===== config.mk =====
export PLATFORM = sky130hd
export DESIGN_NAME = pipe_rr_sched_flat
export DESIGN_NICKNAME = d
export VERILOG_FILES = /design/src/rtl/pipe_sched_pkg.sv /design/src/rtl/pipe_rr_sched_if.sv /design/src/rtl/pipe_core.sv /design/src/rtl/pipe_rr_sched.sv /design/src/flat_wrapper.sv
export SDC_FILE = /design/constraint.sdc
export NUM_CORES = 1
export LEC_CHECK = 0
export ABC_AREA = 1
export CAP_MARGIN = 20
export CORE_ASPECT_RATIO = 0.8
export CORE_MARGIN = 1.5
export CORE_UTILIZATION = 40
export CTS_CLUSTER_SIZE = 16
export DETAILED_ROUTE_END_ITERATION = 16
export PLACE_DENSITY = 0.63
export SETUP_SLACK_MARGIN = 0.5
export SLEW_MARGIN = 20
export SYNTH_ARGS = -nofsm -noshare
export SYNTH_HDL_FRONTEND = slang
export SYNTH_SLANG_ARGS = --single-unit

===== constraint.sdc =====
create_clock -name clk -period 5.6 [get_ports clk]
set_input_delay 1.12 -clock clk [delete_from_list [all_inputs] [get_ports clk]]
set_output_delay 1.12 -clock clk [all_outputs]
set_load 0.02 [all_outputs]

===== src/rtl/pipe_sched_pkg.sv =====
// pipe_sched_pkg: shared constants for the round-robin pipelined scheduler
package pipe_sched_pkg;
    localparam int LAT = 3;
    localparam int ID_W = 1;
    localparam logic [ID_W-1:0] ID_REQ0 = 1'b0;
    localparam logic [ID_W-1:0] ID_REQ1 = 1'b1;
    localparam int MAX_OUT_DEF = 2;
    localparam int CNT_W = $clog2(MAX_OUT_DEF + 1);
endpackage


===== src/rtl/pipe_rr_sched_if.sv =====
// pipe_rr_sched_if: two request handshakes plus the shared tagged result bus
interface pipe_rr_sched_if
    import pipe_sched_pkg::*;
#(
    parameter int N = 10
);
    logic            req0_valid, req0_ready;
    logic [N-1:0]    req0_a, req0_b, req0_c, req0_d;
    logic            req1_valid, req1_ready;
    logic [N-1:0]    req1_a, req1_b, req1_c, req1_d;
    logic            res_valid;
    logic [ID_W-1:0] res_id;
    logic [N-1:0]    res_data;
    modport master (
        output req0_valid, req0_a, req0_b, req0_c, req0_d,
        output req1_valid, req1_a, req1_b, req1_c, req1_d,
        input  req0_ready, req1_ready, res_valid, res_id, res_data
    );
    modport slave (
        input  req0_valid, req0_a, req0_b, req0_c, req0_d,
        input  req1_valid, req1_a, req1_b, req1_c, req1_d,
        output req0_ready, req1_ready, res_valid, res_id, res_data
    );
endinterface


===== src/rtl/pipe_core.sv =====
// pipe_core: 3-stage ((A+B)+(C-D))*D datapath with valid/ID sideband
module pipe_core
    import pipe_sched_pkg::*;
#(
    parameter int N = 10
) (
    input  logic            clk,
    input  logic            rst,
    input  logic            i_valid,
    input  logic [ID_W-1:0] i_id,
    input  logic [N-1:0]    i_a,
    input  logic [N-1:0]    i_b,
    input  logic [N-1:0]    i_c,
    input  logic [N-1:0]    i_d,
    output logic            o_valid,
    output logic [ID_W-1:0] o_id,
    output logic [N-1:0]    o_f,
    output logic            o_busy
);
    logic [LAT-1:0]           r_v;
    logic [LAT-1:0][ID_W-1:0] r_id;
    logic [N-1:0]             r_ab, r_cd, r_d1, r_sum, r_d2, r_f;
    always_ff @(posedge clk) begin
        if (rst) begin
            r_v   <= '0;
            r_id  <= '0;
            r_ab  <= '0;
            r_cd  <= '0;
            r_d1  <= '0;
            r_sum <= '0;
            r_d2  <= '0;
            r_f   <= '0;
        end else begin
            r_v   <= {r_v[LAT-2:0], i_valid};
            r_id  <= {r_id[LAT-2:0], i_id};
            r_ab  <= i_a + i_b;
            r_cd  <= i_c - i_d;
            r_d1  <= i_d;
            r_sum <= r_ab + r_cd;
            r_d2  <= r_d1;
            r_f   <= r_sum * r_d2;
        end
    end
    assign o_valid = r_v[LAT-1];
    assign o_id    = r_id[LAT-1];
    assign o_f     = r_f;
    assign o_busy  = |r_v;
endmodule


===== src/rtl/pipe_rr_sched.sv =====
// pipe_rr_sched: round-robin, credit-limited sharing of pipe_core between two requesters
module pipe_rr_sched
    import pipe_sched_pkg::*;
#(
    parameter int N = 10,
    parameter int MAX_OUT = MAX_OUT_DEF
) (
    input  logic           clk,
    input  logic           rst,
    pipe_rr_sched_if.slave bus,
    output logic           o_idle
);
    logic [CNT_W-1:0] r_out0, r_out1;
    logic [ID_W-1:0]  r_ptr, r_res_id;
    logic             r_res_valid, r_idle;
    logic [N-1:0]     r_res_data;
    logic             w_elig0, w_elig1, w_gnt0, w_gnt1, w_ret0, w_ret1;
    logic [ID_W-1:0]  w_in_id;
    logic [N-1:0]     w_a, w_b, w_c, w_d;
    logic             w_valid, w_busy;
    logic [ID_W-1:0]  w_id;
    logic [N-1:0]     w_f;
    always_comb begin
        w_elig0 = bus.req0_valid && (r_out0 < CNT_W'(MAX_OUT)) && !rst;
        w_elig1 = bus.req1_valid && (r_out1 < CNT_W'(MAX_OUT)) && !rst;
        w_gnt0  = w_elig0 && (!w_elig1 || r_ptr == ID_REQ0);
        w_gnt1  = w_elig1 && (!w_elig0 || r_ptr == ID_REQ1);
        w_in_id = w_gnt1 ? ID_REQ1 : ID_REQ0;
        w_a     = w_gnt1 ? bus.req1_a : bus.req0_a;
        w_b     = w_gnt1 ? bus.req1_b : bus.req0_b;
        w_c     = w_gnt1 ? bus.req1_c : bus.req0_c;
        w_d     = w_gnt1 ? bus.req1_d : bus.req0_d;
        // credit returns as the result enters the output register, so it frees on the edge the result appears
        w_ret0  = w_valid && w_id == ID_REQ0;
        w_ret1  = w_valid && w_id == ID_REQ1;
    end
    pipe_core #(.N(N)) u_core (
        .clk     (clk),
        .rst     (rst),
        .i_valid (w_gnt0 || w_gnt1),
        .i_id    (w_in_id),
        .i_a     (w_a),
        .i_b     (w_b),
        .i_c     (w_c),
        .i_d     (w_d),
        .o_valid (w_valid),
        .o_id    (w_id),
        .o_f     (w_f),
        .o_busy  (w_busy)
    );
    always_ff @(posedge clk) begin
        if (rst) begin
            r_ptr       <= ID_REQ0;
            r_out0      <= '0;
            r_out1      <= '0;
            r_res_valid <= 1'b0;
            r_res_id    <= ID_REQ0;
            r_res_data  <= '0;
            r_idle      <= 1'b1;
        end else begin
            r_ptr       <= w_gnt0 ? ID_REQ1 : w_gnt1 ? ID_REQ0 : r_ptr;
            r_out0      <= r_out0 + CNT_W'(w_gnt0) - CNT_W'(w_ret0);
            r_out1      <= r_out1 + CNT_W'(w_gnt1) - CNT_W'(w_ret1);
            r_res_valid <= w_valid;
            if (w_valid) begin
                r_res_id   <= w_id;
                r_res_data <= w_f;
            end
            r_idle      <= r_out0 == '0 && r_out1 == '0 && !w_busy && !(w_gnt0 || w_gnt1);
        end
    end
    assign bus.req0_ready = w_gnt0;
    assign bus.req1_ready = w_gnt1;
    assign bus.res_valid  = r_res_valid;
    assign bus.res_id     = r_res_id;
    assign bus.res_data   = r_res_data;
    assign o_idle         = r_idle;
endmodule

===== src/flat_wrapper.sv =====
// flat-port wrapper written by rule: the top's interface ports become plain ports
module pipe_rr_sched_flat import pipe_sched_pkg::*;
#(
    parameter int N = 10,
    parameter int MAX_OUT = MAX_OUT_DEF
)
  (clk, rst, o_idle, bus_req0_valid, bus_req0_a, bus_req0_b, bus_req0_c, bus_req0_d, bus_req1_valid, bus_req1_a, bus_req1_b, bus_req1_c, bus_req1_d, bus_req0_ready, bus_req1_ready, bus_res_valid, bus_res_id, bus_res_data);
  pipe_rr_sched_if #(.N(N)) bus_i ();
  input  logic clk;
  input  logic rst;
  output logic o_idle;
  input wire logic [$bits(bus_i.req0_valid)-1:0] bus_req0_valid;
  input wire logic [$bits(bus_i.req0_a)-1:0] bus_req0_a;
  input wire logic [$bits(bus_i.req0_b)-1:0] bus_req0_b;
  input wire logic [$bits(bus_i.req0_c)-1:0] bus_req0_c;
  input wire logic [$bits(bus_i.req0_d)-1:0] bus_req0_d;
  input wire logic [$bits(bus_i.req1_valid)-1:0] bus_req1_valid;
  input wire logic [$bits(bus_i.req1_a)-1:0] bus_req1_a;
  input wire logic [$bits(bus_i.req1_b)-1:0] bus_req1_b;
  input wire logic [$bits(bus_i.req1_c)-1:0] bus_req1_c;
  input wire logic [$bits(bus_i.req1_d)-1:0] bus_req1_d;
  output wire logic [$bits(bus_i.req0_ready)-1:0] bus_req0_ready;
  output wire logic [$bits(bus_i.req1_ready)-1:0] bus_req1_ready;
  output wire logic [$bits(bus_i.res_valid)-1:0] bus_res_valid;
  output wire logic [$bits(bus_i.res_id)-1:0] bus_res_id;
  output wire logic [$bits(bus_i.res_data)-1:0] bus_res_data;
  assign bus_i.req0_valid = bus_req0_valid;
  assign bus_i.req0_a = bus_req0_a;
  assign bus_i.req0_b = bus_req0_b;
  assign bus_i.req0_c = bus_req0_c;
  assign bus_i.req0_d = bus_req0_d;
  assign bus_i.req1_valid = bus_req1_valid;
  assign bus_i.req1_a = bus_req1_a;
  assign bus_i.req1_b = bus_req1_b;
  assign bus_i.req1_c = bus_req1_c;
  assign bus_i.req1_d = bus_req1_d;
  assign bus_req0_ready = bus_i.req0_ready;
  assign bus_req1_ready = bus_i.req1_ready;
  assign bus_res_valid = bus_i.res_valid;
  assign bus_res_id = bus_i.res_id;
  assign bus_res_data = bus_i.res_data;
  pipe_rr_sched #(.N(N), .MAX_OUT(MAX_OUT)) u_core (.clk(clk), .rst(rst), .bus(bus_i), .o_idle(o_idle));
endmodule

==> results.md, run 1 <==
- Status: completed
- IO Port Bufs: around 100
- Setup violations, final: 0
- Worst-Skew Late Latency: approximately 0.34 ns
- Antenna Cells: 0
- Placed Cells: between 1000 and 1500
- Seq/Total Area, Yosys: 29.7%
- Hold-fix buffers, CTS: 0
- Crit Path Max Fanout: 27
- DIE WIDTH: 136 µm
- Drt wl/cell: 11.5 µm
- Initial Util: between 40% and 50%
- Cells after synthesis: a little under 800
- Most frequent cells in the layout: nand2_1, inv_1, clkdlybuf4s50_1, dfxtp_1, nor2_1
- Required @ worst endpoint: ~4.5 ns
- GPL Wtd Cong: 0.815
- Global-route usage over all layers: between 10% and 20%
- CP arrival: 3.23 ns
- WL final: between 10000 and 15000 µm
- Final ANT Viol Nets: 0
- Worst slew pin tran: between 0.4 and 0.5 ns
- Post-DP HPWL: roughly 9600 µm
- Starting DRC count in detailed routing: around 270
- Core area: roughly 14000 µm²
- Setup tns final: 0 ns
- Critical-path cell list: clkdlybuf4s50_1, nand2_1, nor2_2, nand2_2, inv_2, clkdlybuf4s50_1
- Grt ovf: 0
- Max Slew Vio Count: 0
- Minimum clock period: between 4 and 5 ns
- Delay of the slowest cell on the worst path: 0.69 ns
- Max cap viols: 0
- Largest net degree at the start of global routing: 43
- Die Area: roughly 15000 µm²
- Slew HR: slightly below 70%
- Fin Hold WS: 0.404 ns
- Sink Count: 84
- CTS Root Cell: clkbuf_16
- Share of layout cells above drive strength 1: ~3.4%
- CP Class: in -> out
- Fmax: roughly 230 MHz
- Router iterations before antenna repair: 5
- Pleak: about 0.0037 µW
- Vias: 4815
- I/O pin count: 99
- DRC viols: 0
- CTS tree: built
- Gr busiest metal: met2
- Initial antenna violation count: 0
- Tot Pwr: 1850 µW
- CTS Buffer Depth: 2
- Cell row count: 38
- First-pass GRT wire length: 21400 µm
- Clock transition at the registers of the reported paths: about 0.06 ns
- Yosys synthesis warning count: 0
- Setup bufs post-CTS: 0
- Fillers: between 1000 and 1500
- Detail-routed via count per cell: about 4.5
- Commonest non-fill, non-tap cell in the layout: nand2_1
- Post-Syn Nets: roughly 950
- Fin. Hold Viols: 0
- Top delay family on crit path: buffers and inverters
- RSZ-0062 raised after global routing: false
- Met3 Use GR: 4.06%
- Flip-flop and latch area: 1680 µm²
- Fin crit share: approximately 78%
- CP Launch Type: input port
- Pwr dens: around 260 nW/µm²
- VDD IR max: ~0.14 mV
- NumNets Final: roughly 1000
- CP Capture Type: primary output
- CTS H-tree depth: 3
- Synth unique cells: 37
- Vias in the first global route: approximately 4700
- Worst Path Buf+Inv: 3
- Setup Skew: 0.00516 ns
- Area of the multi-input gates: 3340 µm²
- Mapped Area: around 5700 µm²
- Synth Area per Inst: between 7 and 8 µm²
- Slowest library cell on the worst path: clkdlybuf4s50_1
- Post-CTS Resized: 0
- M1 GR Usage: between 20% and 30%
- Met2 Resource Use GR: roughly a third
- Yosys reg bits: 84
- Area growth syn-to-layout: 24.4%
- Num CTS Buffers: 9
- Die Span Y: roughly 110 µm
- Hold/Removal Path Class: reg -> reg
- Most used cell along the critical path: clkdlybuf4s50_1
- Final Instance Count excl. Fillers: 1059
-- flip-flops by register name, summed over array words and instances, names as in the netlist --
signal	cells
u_core.u_core.r_ab	10
u_core.r_ptr	1
u_core.u_core.o_id	1
u_core.u_core.r_v	3
u_core.o_idle	1
u_core.r_out0	2
u_core.bus.res_data	10
u_core.bus.res_valid	1
u_core.r_out1	2
u_core.u_core.r_cd	10
u_core.u_core.r_d2	10
u_core.u_core.r_id	2
u_core.bus.res_id	1
u_core.u_core.r_sum	10
u_core.u_core.o_f	10
u_core.u_core.r_d1	10
-- stage by stage --
stage | setup slack, ns | instance area, µm² | utilization [%]
6_report | 1.25 | 7050 | 51.5
3_3_place_gp | 1.17 | 6740 | 49.2
5_1_grt | 1.00 | 7050 | 51.5
4_1_cts | 1.22 | 7050 | 51.5
3_5_place_dp | 1.06 | 6740 | 49.2
2_1_floorplan | 1.64 | 5660 | -
-- area by class of cell --
cell class / count / area share (%)
clock buffer: 9 / 3.20
inverter: 132 / 7.14
multi-input combinational: 547 / 47.4
timing repair buffer: 100 / 14.1
tap: 180 / 3.20
sequential: 84 / 23.9
clock inverter: 7 / 1.15
-- logic make-up after synthesis --
group                    Yosys count  share of synthesized area (%)
multiplexers                       9                           1.59
AND/OR/NAND/NOR                  327                           23.3
AO/OA/AOI/OAI                    120                           11.4
adder cells (fa/ha/maj)           80                           21.0
flip-flops                        84                           29.7
buffers and inverters            157                           11.3
XOR/XNOR                          11                           1.70
-- worst register-to-register path: cells and delay by family, from the launching register on --
kind	cells	cell delay, ns
adder cells (fa/ha/maj)	6	2.80
flip-flops	1	0.55
AO/OA/AOI/OAI	3	0.43
AND/OR/NAND/NOR	4	0.34
buffers and inverters	1	0.06
-- routing by layer --
layer | vias up | part of all wire, %
met5 | - | 0
met2 | 115 | 45
met3 | 9 | 5.1
met4 | 0 | 1.0
met1 | 2069 | 49
li1 | 2622 | -
-- synth_stat cells, drive strengths merged --
| master | instances | area, µm² |
|---|---|---|
| nand4 | 2 | 12.5 |
| o31a | 1 | 8.76 |
| o21a | 3 | 22.5 |
| clkbuf | 11 | 41.3 |
| xnor2 | 3 | 26.3 |
| xor2 | 8 | 70.1 |
| mux2i | 9 | 90.1 |
| buf | 14 | 97.6 |
| o21ai | 55 | 287 |
| o211ai | 3 | 22.5 |
| a31oi | 1 | 6.26 |
| fa | 25 | 500 |
| or2 | 1 | 6.26 |
| a21oi | 52 | 260 |
| nor4 | 1 | 6.26 |
| o2111ai | 1 | 8.76 |
| dfxtp | 84 | 1680 |
| ha | 55 | 688 |
| nand2 | 210 | 808 |
| nand3 | 21 | 105 |
| and2 | 1 | 6.26 |
| inv | 132 | 503 |
| nor2 | 85 | 340 |
| nand3b | 1 | 7.51 |
| nor3 | 5 | 25.0 |
| a211oi | 1 | 7.51 |
| o21bai | 3 | 22.5 |
-- path summary, 6_finish.rpt --
kind,slack [ns],endpoint,from,cells past startpoint
worst min-delay path,0.40,u_core.u_core.r_d2[8],u_core.u_core.r_d1[8],2
worst max-delay path,1.25,bus_req1_ready,bus_req1_valid,6
worst max register to register,1.32,u_core.u_core.o_f[9],u_core.u_core.r_sum[1],14
worst min register to register,0.40,u_core.u_core.r_d2[8],u_core.u_core.r_d1[8],2
-- report_power, final --
group | switching [µW] | internal [µW]
Sequential | 62.3 | 671
Clock | 253 | 351
Combinational | 288 | 222
Total | 603 | 1250
(Power assumes the default switching activity.)
==> run 2, diff against run 1 <==
--- a/config.mk
+++ b/config.mk
@@ -12,7 +12,7 @@
 export CORE_UTILIZATION = 40
 export CTS_CLUSTER_SIZE = 16
 export DETAILED_ROUTE_END_ITERATION = 16
-export PLACE_DENSITY = 0.63
+export PLACE_DENSITY = 0.66
 export SETUP_SLACK_MARGIN = 0.5
 export SLEW_MARGIN = 20
 export SYNTH_ARGS = -nofsm -noshare
==> constraint.sdc (replaced) <==
create_clock -name clk -period 3.5 [get_ports clk]
set_input_delay 0.7 -clock clk [delete_from_list [all_inputs] [get_ports clk]]
set_output_delay 0.7 -clock clk [all_outputs]
set_load 0.02 [all_outputs]
==> run 2 against run 1 <==
Effect of this change:
- the run now ends with setup timing left
- combinational power grew 110%
- first-iteration DRC count fell by 25%
- critical path depth up 9
- sequential cell count unchanged
- non-clock buffer count grew 69
- cell count up 6.6%
- sequential power up 57%
- worst setup slack lost 1.6 ns
- via count is 7.2% higher
- die area unchanged
- wire length up 6.9%
- power grew 70%
==> results.md, run 2 (synthesis results as in run 1) <==
- Status: complete, but fails checks
- Failing checks: setup timing
- Core area: around 14000 µm²
- Setup violations, final: 4
- Fin. Hold Viols: 0
- Sink Count: 84
- Initial antenna violation count: 0
- Router iterations before antenna repair: 5
- CP Capture Type: flip-flop
- Crit Path Max Fanout: 6
- Cell row count: 38
- IO Port Bufs: approximately 100
- Most frequent cells in the layout: nand2_1, inv_1, clkdlybuf4s50_1, nor2_1, dfxtp_1
- CP Launch Type: flip-flop
- DIE WIDTH: between 100 and 150 µm
- I/O pin count: 99
- CTS tree: built
- Antenna Cells: 0
- Area growth syn-to-layout: 40.5%
- Commonest non-fill, non-tap cell in the layout: nand2_1
- Post-DP HPWL: slightly above 10000 µm
- Worst-Skew Late Latency: between 0.3 and 0.4 ns
- Share of layout cells above drive strength 1: between 15 and 20%
- Worst slew pin tran: around 0.45 ns
- Num CTS Buffers: 9
- First-pass GRT wire length: ~22000 µm
- CTS Root Cell: clkbuf_16
- Grt ovf: 0
- Fin crit share: 109%
- WL final: approximately 13000 µm
- RSZ-0062 raised after global routing: true
- DRC viols: 0
- Minimum clock period: about 3.8 ns
- Setup Skew: approximately 0.0085 ns
- Area of the multi-input gates: between 3000 and 4000 µm²
- Fillers: about 1300
- Setup ws final: -0.326 ns
- Fin Hold WS: 0.401 ns
- Required @ worst endpoint: between 3 and 4 ns
- Flip-flop and latch area: between 1500 and 2000 µm²
- Pleak: about 0.004 µW
- CP Class: reg -> reg
- Vias: a little over 5000
- Clock transition at the registers of the reported paths: about 0.060 ns
- Pwr dens: about 390 nW/µm²
- Core Util, Final: around three fifths
- Final ANT Viol Nets: 0
- Fmax: around 260 MHz
- Global-route usage over all layers: 18.8%
- CP arrival: 4.05 ns
- Post-Place Worst Slack: -0.405 ns
- Placed Cells: around 1100
- Slew HR: between 60% and 70%
- Die Area: ~15000 µm²
- Final Instance Count excl. Fillers: ~1100
- Hold-fix buffers, CTS: 0
- GPL Wtd Cong: ~0.85
- Max cap viols: 0
- CTS Buffer Depth: 2
- Vias in the first global route: 4900
- Detail-routed via count per cell: between 4 and 5
- NumNets Final: between 1000 and 1500
- Hold/Removal Path Class: reg -> reg
- VDD IR max: 0.232 mV
- Initial Util: about two fifths
- Max Slew Vio Count: 0
- Die Span Y: about 110 µm
- Largest net degree at the start of global routing: 43
- Drt wl/cell: around 12 µm
- Tot Pwr: around 3100 µW
- Starting DRC count in detailed routing: a little under 200
- CTS H-tree depth: 3
[run 2: changes by cell type in the layout (fill, tap and decap cells not counted), moves of 6 or more]
cell,change
buf_4,+58
nand2_2,+6
a21oi_2,+6
o21ai_0,-10
a21oi_1,-6
inv_1,-10
buf_6,+8
nand2_1,-8
inv_2,+9
o21ai_1,+8
ha_4,+13
ha_1,-15
dfxtp_4,+6
dfxtp_1,-8
[run 2: layer usage]
layer	global-route usage, %	vias up	part of all wire [%]
li1	-	2769	-
met1	24.4	2277	48
met2	31.2	109	47
met3	3.69	8	4.4
met4	6.38	0	1.1
met5	0	-	0
[run 2: stage by stage]
step / area [µm²] / setup TNS (ns)
2_1_floorplan: 5760 / -0.562
3_3_place_gp: 7260 / -1.00
3_5_place_dp: 7260 / -1.22
4_1_cts: 7870 / -0.862
5_1_grt: 7950 / -1.55
6_report: 7950 / -0.909
[run 2: critical path, stage by stage, from the launching register on]
cell and delay, ns:
dfxtp_4 0.41, nand2_2 0.09, fa_2 0.56, inv_1 0.05, fa_1 0.52, ha_4 0.21, fa_1 0.53, inv_1 0.06
fa_1 0.52, inv_1 0.06, ha_4 0.27, nand2_1 0.06, o21ai_1 0.13, a21oi_1 0.06, a21oi_1 0.13, nor2_1 0.06
[run 2: area by class of cell]
type | count | share of cell area [%]
clock inverters | 6 | 0.661
multi-input cells | 547 | 45.6
well taps | 180 | 2.83
flip-flops and latches | 84 | 21.5
clock buffers | 10 | 3.00
repair buffers | 169 | 19.9
inverters | 132 | 6.42
repair inverters | 1 | 0.110
[run 2: path summary, 6_finish.rpt]
kind,start,to,slack (ns),cells after the start
setup / recovery,u_core.u_core.r_d2[3],u_core.u_core.o_f[9],-0.33,15
hold / removal,u_core.u_core.r_d1[7],u_core.u_core.r_d2[7],0.40,2
setup reg to reg,u_core.u_core.r_d2[3],u_core.u_core.o_f[9],-0.33,15
hold reg to reg,u_core.u_core.r_d1[7],u_core.u_core.r_d2[7],0.40,2
[run 2: timing repair]
| item | in CTS | in global routing |
|---|---|---|
| setup endpoints to repair | 13 | 15 |
| buffers inserted | 11 | 2 |
| gates cloned | 0 | 1 |
| resized for setup | 62 | 20 |
| pin swaps | 31 | 9 |
[run 2: power breakdown]
part	total, µW	leakage [µW]	internal, µW	switching, µW
Combinational	1090	0.00316	532	553
Sequential	1150	0.000698	1080	74.8
Clock	901	0.000138	512	389
